File: config.mk
export PLATFORM = sky130hd
export DESIGN_NAME = nco_sweep_ctrl
export DESIGN_NICKNAME = d
export VERILOG_FILES = /design/src/rtl/nco_sweep_ctrl.sv
export SDC_FILE = /design/constraint.sdc
export NUM_CORES = 1
export LEC_CHECK = 0
export ABC_CLOCK_PERIOD_IN_PS = 7300
export CORE_ASPECT_RATIO = 0.5
export CORE_MARGIN = 10
export CORE_UTILIZATION = 34
export CTS_BUF_LIST = sky130_fd_sc_hd__clkbuf_4 sky130_fd_sc_hd__clkbuf_8
export CTS_CLUSTER_SIZE = 30
export DETAILED_ROUTE_END_ITERATION = 7
export PLACE_DENSITY_LB_ADDON = 0.05
export SLEW_MARGIN = 30
export SYNTH_ARGS = -nofsm -noshare
export SYNTH_HDL_FRONTEND = slang
export SYNTH_SLANG_ARGS = --single-unit
File: constraint.sdc
create_clock -name clk_i -period 7.3 [get_ports clk_i]
set_input_delay 0.73 -clock clk_i [delete_from_list [all_inputs] [get_ports clk_i]]
set_output_delay 0.73 -clock clk_i [all_outputs]
set_load 0.02 [all_outputs]
File: src/rtl/nco_sweep_ctrl.sv
`timescale 1ns/1ps
// -----------------------------------------------------------------------------
// nco_sweep_ctrl
// Sequencer for the NCO + CORDIC datapath. It generates the NCO sample tick
// from a programmable divider and runs a stepped-frequency sweep from a start
// word to a stop word, with a programmable dwell per step. Each frequency point
// starts with an NCO reset followed by SETTLE_TICKS discarded ticks, then
// 'dwell' valid ticks.
//
// Ports
//   clk_i, rst_ni        clock, asynchronous active-low reset
//   start_i              start sweep (sampled only while idle)
//   abort_i              abandon the sweep, back to idle next clock
//   div_i                tick period minus 1, in clocks
//   f_start_i/f_stop_i   first / last frequency word (signed)
//   f_step_i             step magnitude (unsigned)
//   chirp_i              rate word applied during dwell (signed)
//   dwell_i              ticks per step (0 behaves as 1)
//   tick_o               NCO tick
//   nco_rst_o            synchronous NCO reset, one clock per frequency point
//   nco_freq_o           NCO rate word (chirp in dwell, else 0)
//   nco_ofst_o           NCO offset word (current frequency point)
//   valid_o              NCO output sample valid this clock
//   step_idx_o           0-based index of the current frequency point
//   busy_o               high whenever not idle
//   done_o               one-clock pulse on normal completion
// -----------------------------------------------------------------------------
module nco_sweep_ctrl #(
    parameter int DIV_W        = 16,
    parameter int DWELL_W      = 16,
    parameter int SETTLE_TICKS = 16
) (
    input  logic               clk_i,
    input  logic               rst_ni,
    input  logic               start_i,
    input  logic               abort_i,
    input  logic [DIV_W-1:0]   div_i,
    input  logic [15:0]        f_start_i,
    input  logic [15:0]        f_stop_i,
    input  logic [15:0]        f_step_i,
    input  logic [15:0]        chirp_i,
    input  logic [DWELL_W-1:0] dwell_i,
    output logic               tick_o,
    output logic               nco_rst_o,
    output logic [15:0]        nco_freq_o,
    output logic [15:0]        nco_ofst_o,
    output logic               valid_o,
    output logic [15:0]        step_idx_o,
    output logic               busy_o,
    output logic               done_o
);

    typedef enum logic [2:0] {
        ST_IDLE   = 3'd0,
        ST_CLEAR  = 3'd1,
        ST_SETTLE = 3'd2,
        ST_DWELL  = 3'd3,
        ST_STEP   = 3'd4,
        ST_DONE   = 3'd5
    } state_e;

    localparam logic [15:0] SETTLE_LAST = 16'(SETTLE_TICKS - 1);

    state_e               state_q, state_d;
    logic [DIV_W-1:0]     div_q, div_d, cnt_q, cnt_d;
    logic [15:0]          fstop_q, fstop_d, step_q, step_d, chirp_q, chirp_d;
    logic [DWELL_W-1:0]   dwell_q, dwell_d, dcnt_q, dcnt_d;
    logic                 up_q, up_d;
    logic [15:0]          settle_q, settle_d;
    logic [15:0]          ofst_q, ofst_d, idx_q, idx_d, freq_q, freq_d;
    logic                 tick_q, tick_d, rst_q, rst_d, valid_q, valid_d;
    logic                 busy_q, busy_d, done_q, done_d;

    // Next frequency point: cur +/- step in 18-bit signed, clamped so it can
    // never pass the stop word (and therefore can never wrap).
    function automatic logic [15:0] next_freq(input logic [15:0] cur,
                                              input logic [15:0] stop,
                                              input logic [15:0] step,
                                              input logic        up);
        logic signed [17:0] cur_x;
        logic signed [17:0] stop_x;
        logic signed [17:0] step_x;
        logic signed [17:0] sum_x;
        cur_x  = {{2{cur[15]}}, cur};
        stop_x = {{2{stop[15]}}, stop};
        step_x = {2'b00, step};
        if (up) begin
            sum_x = cur_x + step_x;
        end else begin
            sum_x = cur_x - step_x;
        end
        if (up && (sum_x > stop_x)) begin
            next_freq = stop;
        end else if (!up && (sum_x < stop_x)) begin
            next_freq = stop;
        end else begin
            next_freq = sum_x[15:0];
        end
    endfunction

    // Next-state and next-output computation for the whole sequencer.
    always_comb begin
        state_d  = state_q;
        div_d    = div_q;
        fstop_d  = fstop_q;
        step_d   = step_q;
        chirp_d  = chirp_q;
        dwell_d  = dwell_q;
        up_d     = up_q;
        ofst_d   = ofst_q;
        idx_d    = idx_q;
        settle_d = settle_q;
        dcnt_d   = dcnt_q;

        // Abort beats every transition, including the final dwell tick;
        // offset and index simply hold.
        if (abort_i && (state_q != ST_IDLE)) begin
            state_d = ST_IDLE;
        end else begin
            case (state_q)
                ST_IDLE: begin
                    if (start_i) begin
                        state_d = ST_CLEAR;
                        div_d   = div_i;
                        fstop_d = f_stop_i;
                        step_d  = f_step_i;
                        chirp_d = chirp_i;
                        dwell_d = (dwell_i == {DWELL_W{1'b0}}) ? DWELL_W'(1) : dwell_i;
                        up_d    = ($signed(f_stop_i) >= $signed(f_start_i));
                        ofst_d  = f_start_i;
                        idx_d   = 16'd0;
                    end else begin
                        state_d = ST_IDLE;
                    end
                end
                ST_CLEAR: begin
                    state_d  = ST_SETTLE;
                    settle_d = 16'd0;
                end
                ST_SETTLE: begin
                    if (tick_q) begin
                        if (settle_q == SETTLE_LAST) begin
                            state_d = ST_DWELL;
                            dcnt_d  = {DWELL_W{1'b0}};
                        end else begin
                            settle_d = settle_q + 16'd1;
                        end
                    end else begin
                        settle_d = settle_q;
                    end
                end
                ST_DWELL: begin
                    if (tick_q) begin
                        if (dcnt_q == (dwell_q - DWELL_W'(1))) begin
                            if ((ofst_q == fstop_q) || (step_q == 16'd0)) begin
                                state_d = ST_DONE;
                            end else begin
                                state_d = ST_STEP;
                                ofst_d  = next_freq(ofst_q, fstop_q, step_q, up_q);
                                idx_d   = (idx_q == 16'hFFFF) ? idx_q : idx_q + 16'd1;
                            end
                        end else begin
                            dcnt_d = dcnt_q + DWELL_W'(1);
                        end
                    end else begin
                        dcnt_d = dcnt_q;
                    end
                end
                ST_STEP: begin
                    state_d  = ST_SETTLE;
                    settle_d = 16'd0;
                end
                ST_DONE: begin
                    state_d = ST_IDLE;
                end
                default: begin
                    state_d = ST_IDLE;
                end
            endcase
        end

        busy_d = (state_d != ST_IDLE);
        rst_d  = (state_d == ST_CLEAR) || (state_d == ST_STEP);
        done_d = (state_d == ST_DONE);

        // Divider restarts at every NCO restart and only runs while busy.
        if (rst_d) begin
            cnt_d = {DIV_W{1'b0}};
        end else if (busy_d) begin
            cnt_d = (cnt_q == div_d) ? {DIV_W{1'b0}} : cnt_q + DIV_W'(1);
        end else begin
            cnt_d = {DIV_W{1'b0}};
        end
        tick_d  = busy_d && (cnt_d == div_d);
        valid_d = tick_d && (state_d == ST_DWELL);

        // Rate word only during dwell; idle keeps the last value driven.
        if (state_d == ST_DWELL) begin
            freq_d = chirp_d;
        end else if (busy_d) begin
            freq_d = 16'd0;
        end else begin
            freq_d = freq_q;
        end
    end

    // State, configuration and registered outputs.
    always_ff @(posedge clk_i or negedge rst_ni) begin
        if (!rst_ni) begin
            state_q  <= ST_IDLE;
            div_q    <= {DIV_W{1'b0}};
            cnt_q    <= {DIV_W{1'b0}};
            fstop_q  <= 16'd0;
            step_q   <= 16'd0;
            chirp_q  <= 16'd0;
            dwell_q  <= {DWELL_W{1'b0}};
            dcnt_q   <= {DWELL_W{1'b0}};
            up_q     <= 1'b0;
            settle_q <= 16'd0;
            ofst_q   <= 16'd0;
            idx_q    <= 16'd0;
            freq_q   <= 16'd0;
            tick_q   <= 1'b0;
            rst_q    <= 1'b0;
            valid_q  <= 1'b0;
            busy_q   <= 1'b0;
            done_q   <= 1'b0;
        end else begin
            state_q  <= state_d;
            div_q    <= div_d;
            cnt_q    <= cnt_d;
            fstop_q  <= fstop_d;
            step_q   <= step_d;
            chirp_q  <= chirp_d;
            dwell_q  <= dwell_d;
            dcnt_q   <= dcnt_d;
            up_q     <= up_d;
            settle_q <= settle_d;
            ofst_q   <= ofst_d;
            idx_q    <= idx_d;
            freq_q   <= freq_d;
            tick_q   <= tick_d;
            rst_q    <= rst_d;
            valid_q  <= valid_d;
            busy_q   <= busy_d;
            done_q   <= done_d;
        end
    end

    assign tick_o     = tick_q;
    assign nco_rst_o  = rst_q;
    assign nco_freq_o = freq_q;
    assign nco_ofst_o = ofst_q;
    assign valid_o    = valid_q;
    assign step_idx_o = idx_q;
    assign busy_o     = busy_q;
    assign done_o     = done_q;

endmodule

==> impl_metrics.csv, run 1 <==
group,metric,value,unit
timing,fin_skew,0.02448,ns
cells_and_area,final_layout_size_suffix_gt1_frac,0.04824,
drt,vias_per_cell,5.195,
synth,synth_edf_count,0,
power_and_ir_drop,sw_frac_of_total,0.4558,
cells_and_area,fin_area,0.01388,mm²
timing,fin_crit,5.633,ns
clock_network,clock_latency,0.52,ns
drt,dr.pass1.iters,5,
critical_path,start_kind,"register",
floorplan,rows,47,
power_and_ir_drop,combinationalPowerShare,0.557,
floorplan,io_pins,153,
floorplan,initial_core_util,0.3463,
synth,synthCells,1310,
synth,synthArstFlopShare,1.000,
worst_hold_path,hold_class,"in -> async",
timing,finalSetupTns,0,ns
critical_path,end_kind,"register",
floorplan,die_area,0.04204,mm²
timing,timing.fmax,177.5,MHz
synth,syn_avg_cell_area,8.782,µm²
power_and_ir_drop,ir_worst_vdd,0.2542,mV
cells_and_area,antenna-diode-count,0,
power_and_ir_drop,switchingPower,2.379,mW
timing,drv_slew,0,
cells_and_area,syn_to_final_growth,20.64,%
clock_network,path_clk_slew,0.10,ns
timing,rsz0062_at_grt,"false",
power_and_ir_drop,cellPowerDensity,376.0,mW/mm²
floorplan,chipWidth,280.1,µm
synth,syn_area,0.01150,mm²
cells_and_area,final_core_util,0.4177,
cells_and_area,final_nets,1596,
place,dpl_cell_area,0.01343,mm²
synth,synth_fp_nets,1468,
power_and_ir_drop,p_int,2.841,mW
critical_path,slowest_delay,0.75,ns
power_and_ir_drop,power,5.219,mW
timing,finalHoldViolCount,0,
cells_and_area,final_cell_mix,"200 x nand2_1, 185 x dfrtp_1, 151 x clkdlybuf4s50_1",
drt,num_vias,9828,
synth,synth_seq_area_share,0.4024,
cells_and_area,layout_commonest_cell,"nand2_1",
cells_and_area,fin_cells,1892,
place,numPlacedInstances,1860,
place,hpwl,25730,µm
global_route,grt_max_degree,72,
drt,wire_per_inst,18.15,µm
place,port_buffers,152,
critical_path,cp_slowest_cell,"nor4b_1",
clock_network,post-cts-setup-buffer-count,0,
clock_network,clock-sinks,185,
timing,setup_violations,0,
drt,antenna_left,0,
synth,synth_cell_types,78,
place,routabilityCongestion,0.8665,
critical_path,worst_path_most_repeated_cell,"a21oi_1",
clock_network,cts_tree,"built",
clock_network,cts_hold_buf,0,
critical_path,critPathKind,"reg -> reg",
run,maxCapViolations,0,
drt,initialDrtViolationCount,654,
synth,ys_ff_latch,185,
power_and_ir_drop,seq_power_share,0.292,
drt,drc,0,
power_and_ir_drop,pwr-share-clk,0.151,
floorplan,core_region_area,0.03323,mm²
timing,relSlewSlack,0.3814,
timing,worstMarginPinSlew,0.9151,ns
global_route,grt-ovfl-total,0,
clock_network,cts-root-buf,"clkbuf_8",
critical_path,worstPathMaxFanout,18,
timing,min_period_over_period,0.7717,
global_route,first_global_vias,10140,
synth,synth_warnings,0,
power_and_ir_drop,p_leak,6.159,nW
critical_path,cp.arrival,5.99,ns
timing,fin_ws,1.667,ns
place,pre_cts_ws,1.734,ns
drt,drt-total-wl,34350,µm
synth,synthFlopType,"dfrtp_1",
clock_network,cts.path.max_buffers,2,
timing,whs,0.2290,ns
critical_path,required,7.65,ns
global_route,grt_pass1_wl,54780,µm
outcome,status,"finished, final reports clean",
clock_network,htree_num_levels,4,
floorplan,die_h,150.1,µm
global_route,antenna_found_initial,0,
clock_network,numCtsBuffers,17,
clock_network,cts_resized,0,
global_route,grt_use_total,0.1638,
cell usage after synthesis (7+ instances only):
cell	instances	area (µm²)
inv_1	106	397.9
nor2_1	105	394.1
nand3_1	52	260.3
and3_1	15	93.84
o22ai_1	7	43.79
dfrtp_1	185	4629
nand2b_1	13	81.33
a31oi_1	9	56.30
nor2b_1	12	75.07
o221ai_1	16	140.1
nor4_1	18	112.6
a32o_1	16	160.2
xnor2_1	59	516.8
mux2i_1	27	270.3
and2_1	12	75.07
nor3_1	19	95.09
xor2_1	62	543.0
or3_1	14	87.58
a21o_1	9	67.56
a21oi_1	58	290.3
o21ai_0	64	320.3
nand4_1	27	168.9
ha_1	57	713.2
nand2_1	200	750.7
clkbuf_1	40	150.1
worst max-delay path, delay by kind of cell (launching register included):
kind | cells | cell delay, ns
muxes | 2 | 0.56
and+or+nand+nor | 4 | 1.07
buffers and inverters | 2 | 0.44
adders and majority gates | 3 | 0.86
DFF | 1 | 0.41
AOI/OAI and AO/OA | 12 | 1.85
xor gates and xnor gates | 2 | 0.29
metal layers:
metal  wire, µm  GRT usage  up-vias
li1           -          -     4800
met1      15880     0.2040     4829
met2      16630     0.2828      163
met3       1202    0.03046       36
met4        631    0.05405        0
met5          0          0        -
kinds of logic after synthesis:
group / Yosys count / synth area share
DFF: 185 / 0.4024
xor gates and xnor gates: 121 / 0.09212
buffers and inverters: 159 / 0.05568
and+or+nand+nor: 518 / 0.2194
adders and majority gates: 58 / 0.06373
AOI/OAI and AO/OA: 237 / 0.1383
muxes: 32 / 0.02838
power by group through the flow:
stage                     logic, mW  registers, mW  clock network, mW
after global routing           3.27           1.56              0.858
after detailed placement       2.92           1.55                  0
after CTS                      2.93           1.53              0.821
final                          2.91           1.52              0.788
after floorplan                2.09           1.51                  0
after global placement         2.87           1.54                  0
final timing paths:
check	cells after the start	slack (ns)	startpoint	end
min in group clk_i	2	0.49	chirp_q[7]	chirp_q[7]
max	25	1.67	step_q[0]	nco_ofst_o[5]
max in group asynchronous	2	5.79	rst_ni	div_q[15]
min	1	0.23	rst_ni	nco_rst_o
min reg2reg	2	0.49	chirp_q[7]	chirp_q[7]
max reg2reg	25	1.67	step_q[0]	nco_ofst_o[5]
state kept, by name (all words and copies together), names as in the netlist, 3 cells and up:
register,cells
state_q,3
chirp_q,16
fstop_q,16
nco_freq_o,16
step_idx_o,16
nco_ofst_o,16
cnt_q,16
settle_q,16
dcnt_q,16
dwell_q,16
div_q,16
step_q,16
area by class of cell:
cell class                      instances  area, µm²
Multi-Input combinational cell        966       6254
Clock inverter                         14      198.9
Fill cell                            3333      19350
Sequential cell                       185       4629
Timing Repair Buffer                  162       1600
Tap cell                              441      551.8
Clock buffer                           18      247.7
Inverter                              106      397.9
Power figures use the tool's default switching activity.
==> run 2, diff against run 1 <==
--- a/config.mk
+++ b/config.mk
@@ -5,7 +5,7 @@
 export SDC_FILE = /design/constraint.sdc
 export NUM_CORES = 1
 export LEC_CHECK = 0
-export ABC_CLOCK_PERIOD_IN_PS = 7300
+export ABC_CLOCK_PERIOD_IN_PS = 4880
 export CORE_ASPECT_RATIO = 0.5
 export CORE_MARGIN = 10
 export CORE_UTILIZATION = 34
==> constraint.sdc (replaced) <==
create_clock -name clk_i -period 4.88 [get_ports clk_i]
set_input_delay 0.488 -clock clk_i [delete_from_list [all_inputs] [get_ports clk_i]]
set_output_delay 0.488 -clock clk_i [all_outputs]
set_load 0.02 [all_outputs]
==> impl_metrics.csv, run 2 (same netlist as run 1, synthesis figures left out) <==
group,metric,value,unit
outcome,status,"finished, final reports clean",
floorplan,core_region_area,0.03323,mm²
timing,relSlewSlack,0.3995,
clock_network,path_clk_slew,0.11,ns
critical_path,critical_path.startpoint,"step_q[1]",
critical_path,start_kind,"register",
drt,num_vias,9912,
global_route,grt_use_total,0.1665,
power_and_ir_drop,pwr-share-clk,0.137,
critical_path,slowest_delay,0.41,ns
drt,drc,0,
critical_path,required,5.27,ns
cells_and_area,layout_commonest_cell,"nand2_1",
power_and_ir_drop,ir_worst_vdd,0.4095,mV
power_and_ir_drop,p_leak,6.361,nW
timing,timing.fmax,212.2,MHz
floorplan,die_area,0.04204,mm²
timing,min_period_over_period,0.9655,
cells_and_area,antenna-diode-count,0,
floorplan,rows,47,
cells_and_area,final_cell_mix,"200 x nand2_1, 183 x dfrtp_1, 151 x clkdlybuf4s50_1",
power_and_ir_drop,p_int,4.636,mW
timing,drv_slew,0,
global_route,first_global_vias,10120,
timing,setup_violations,0,
timing,finalSetupTns,0,ns
timing,fin_skew,0.02064,ns
timing,worstMarginPinSlew,0.8974,ns
critical_path,worstRegToRegCells,28,
global_route,antenna_found_initial,0,
global_route,grt_max_degree,102,
floorplan,io_pins,153,
place,hpwl,26160,µm
clock_network,numCtsBuffers,17,
drt,dr.pass1.iters,5,
drt,vias_per_cell,5.144,
critical_path,end_kind,"register",
power_and_ir_drop,switchingPower,3.831,mW
cells_and_area,syn_to_final_growth,24.45,%
critical_path,timing.critical_path.buf_inv,4,
global_route,grt_pass1_wl,55520,µm
worst_hold_path,hold_class,"in -> async",
drt,wire_per_inst,18.10,µm
power_and_ir_drop,seq_power_share,0.268,
timing,fin_crit,4.712,ns
critical_path,critPathKind,"reg -> reg",
critical_path,r2r-end,"nco_ofst_o[15]",
place,routabilityCongestion,0.8484,
timing,whs,0.4130,ns
power_and_ir_drop,sw_frac_of_total,0.4524,
floorplan,die_h,150.1,µm
critical_path,cp.arrival,5.10,ns
clock_network,clock-sinks,185,
clock_network,clock_latency,0.51,ns
cells_and_area,final_nets,1631,
critical_path,cp_slowest_cell,"dfrtp_1",
drt,antenna_left,0,
critical_path,reg2reg_from,"step_q[1]",
critical_path,cp-endpoint,"nco_ofst_o[15]",
clock_network,htree_num_levels,4,
drt,initialDrtViolationCount,577,
cells_and_area,final_layout_size_suffix_gt1_frac,0.08883,
power_and_ir_drop,combinationalPowerShare,0.595,
clock_network,cts.path.max_buffers,2,
critical_path,ff2ff_setup_slack,0.17,ns
global_route,grt-ovfl-total,0,
critical_path,worstPathMaxFanout,5,
clock_network,cts-root-buf,"clkbuf_8",
critical_path,cp_num_cells,28,
run,maxCapViolations,0,
floorplan,chipWidth,280.1,µm
timing,finalHoldViolCount,0,
power_and_ir_drop,power,8.467,mW
drt,drt-total-wl,34890,µm
critical_path,critPathTopFamily,"compound AO/OA/AOI/OAI gates",
power_and_ir_drop,cellPowerDensity,591.4,mW/mm²
place,port_buffers,152,
timing,rsz0062_at_grt,"true",
floorplan,initial_core_util,0.3463,
clock_network,cts_tree,"built",
==> run 2: cell count changes in the layout (fill, tap and decap cells not counted), moves of 3 or more <==
cell,change
a21oi_1,-4
o21ai_0,-6
buf_4,+30
nor2_2,+4
a21oi_2,+4
nor2_1,-4
o21ai_1,+3
o21ai_2,+3
==> run 2: worst min path at each step <==
stage,start,to,slack [ns]
after global placement,chirp_q[3],chirp_q[3],0.45
final,rst_ni,nco_rst_o,0.41
after CTS,rst_ni,nco_rst_o,0.05
after detailed placement,chirp_q[10],chirp_q[10],0.46
after global routing,rst_ni,step_idx_o[6],0.39
after floorplan,rst_ni,busy_o,0.19
==> run 2: metrics by stage <==
stage               setup WS, ns  cells  area, µm²  utilization
global route             -0.1633   1927      14320       0.4309
floorplan                0.02412   1310      11510            -
finish                    0.1682   1927      14320       0.4309
detailed placement       -0.1036   1883      13610       0.4097
CTS                     0.005763   1919      14100       0.4245
global placement         0.04436   1883      13610       0.4097
==> run 2: repair_timing <==
action	in CTS	in global routing
hold buffers	0	1
gates cloned	1	0
endpoints found under the setup margin	13	16
pin swaps	1	16
hold endpoints to repair	0	19
resized for setup	5	35
buffers inserted	3	8
==> run 2: layout make-up <==
| type | instances | area (µm²) |
|---|---|---|
| clock inverters | 15 | 215.2 |
| well taps | 441 | 551.8 |
| repair buffers | 197 | 1909 |
| flip-flops and latches | 185 | 4632 |
| multi-input cells | 966 | 6377 |
| clock buffers | 17 | 234.0 |
| inverters | 106 | 397.9 |
| fillers | 3252 | 18910 |
==> run 2: layer usage <==
layer | wire [µm] | vias up | track usage
met5 | 0 | - | 0
met4 | 314 | 0 | 0.03469
met3 | 1239 | 25 | 0.03575
met2 | 17040 | 149 | 0.2849
met1 | 16290 | 4880 | 0.2136
li1 | - | 4858 | -
==> run 2: power groups by stage <==
stage,clock (mW),sequential [mW],combinational [mW]
6_report,1.16,2.27,5.04
2_1_floorplan,0,2.25,3.13
4_1_cts,1.21,2.26,4.75
5_1_grt,1.27,2.33,5.62
3_3_place_gp,0,2.28,4.54
3_5_place_dp,0,2.29,4.61
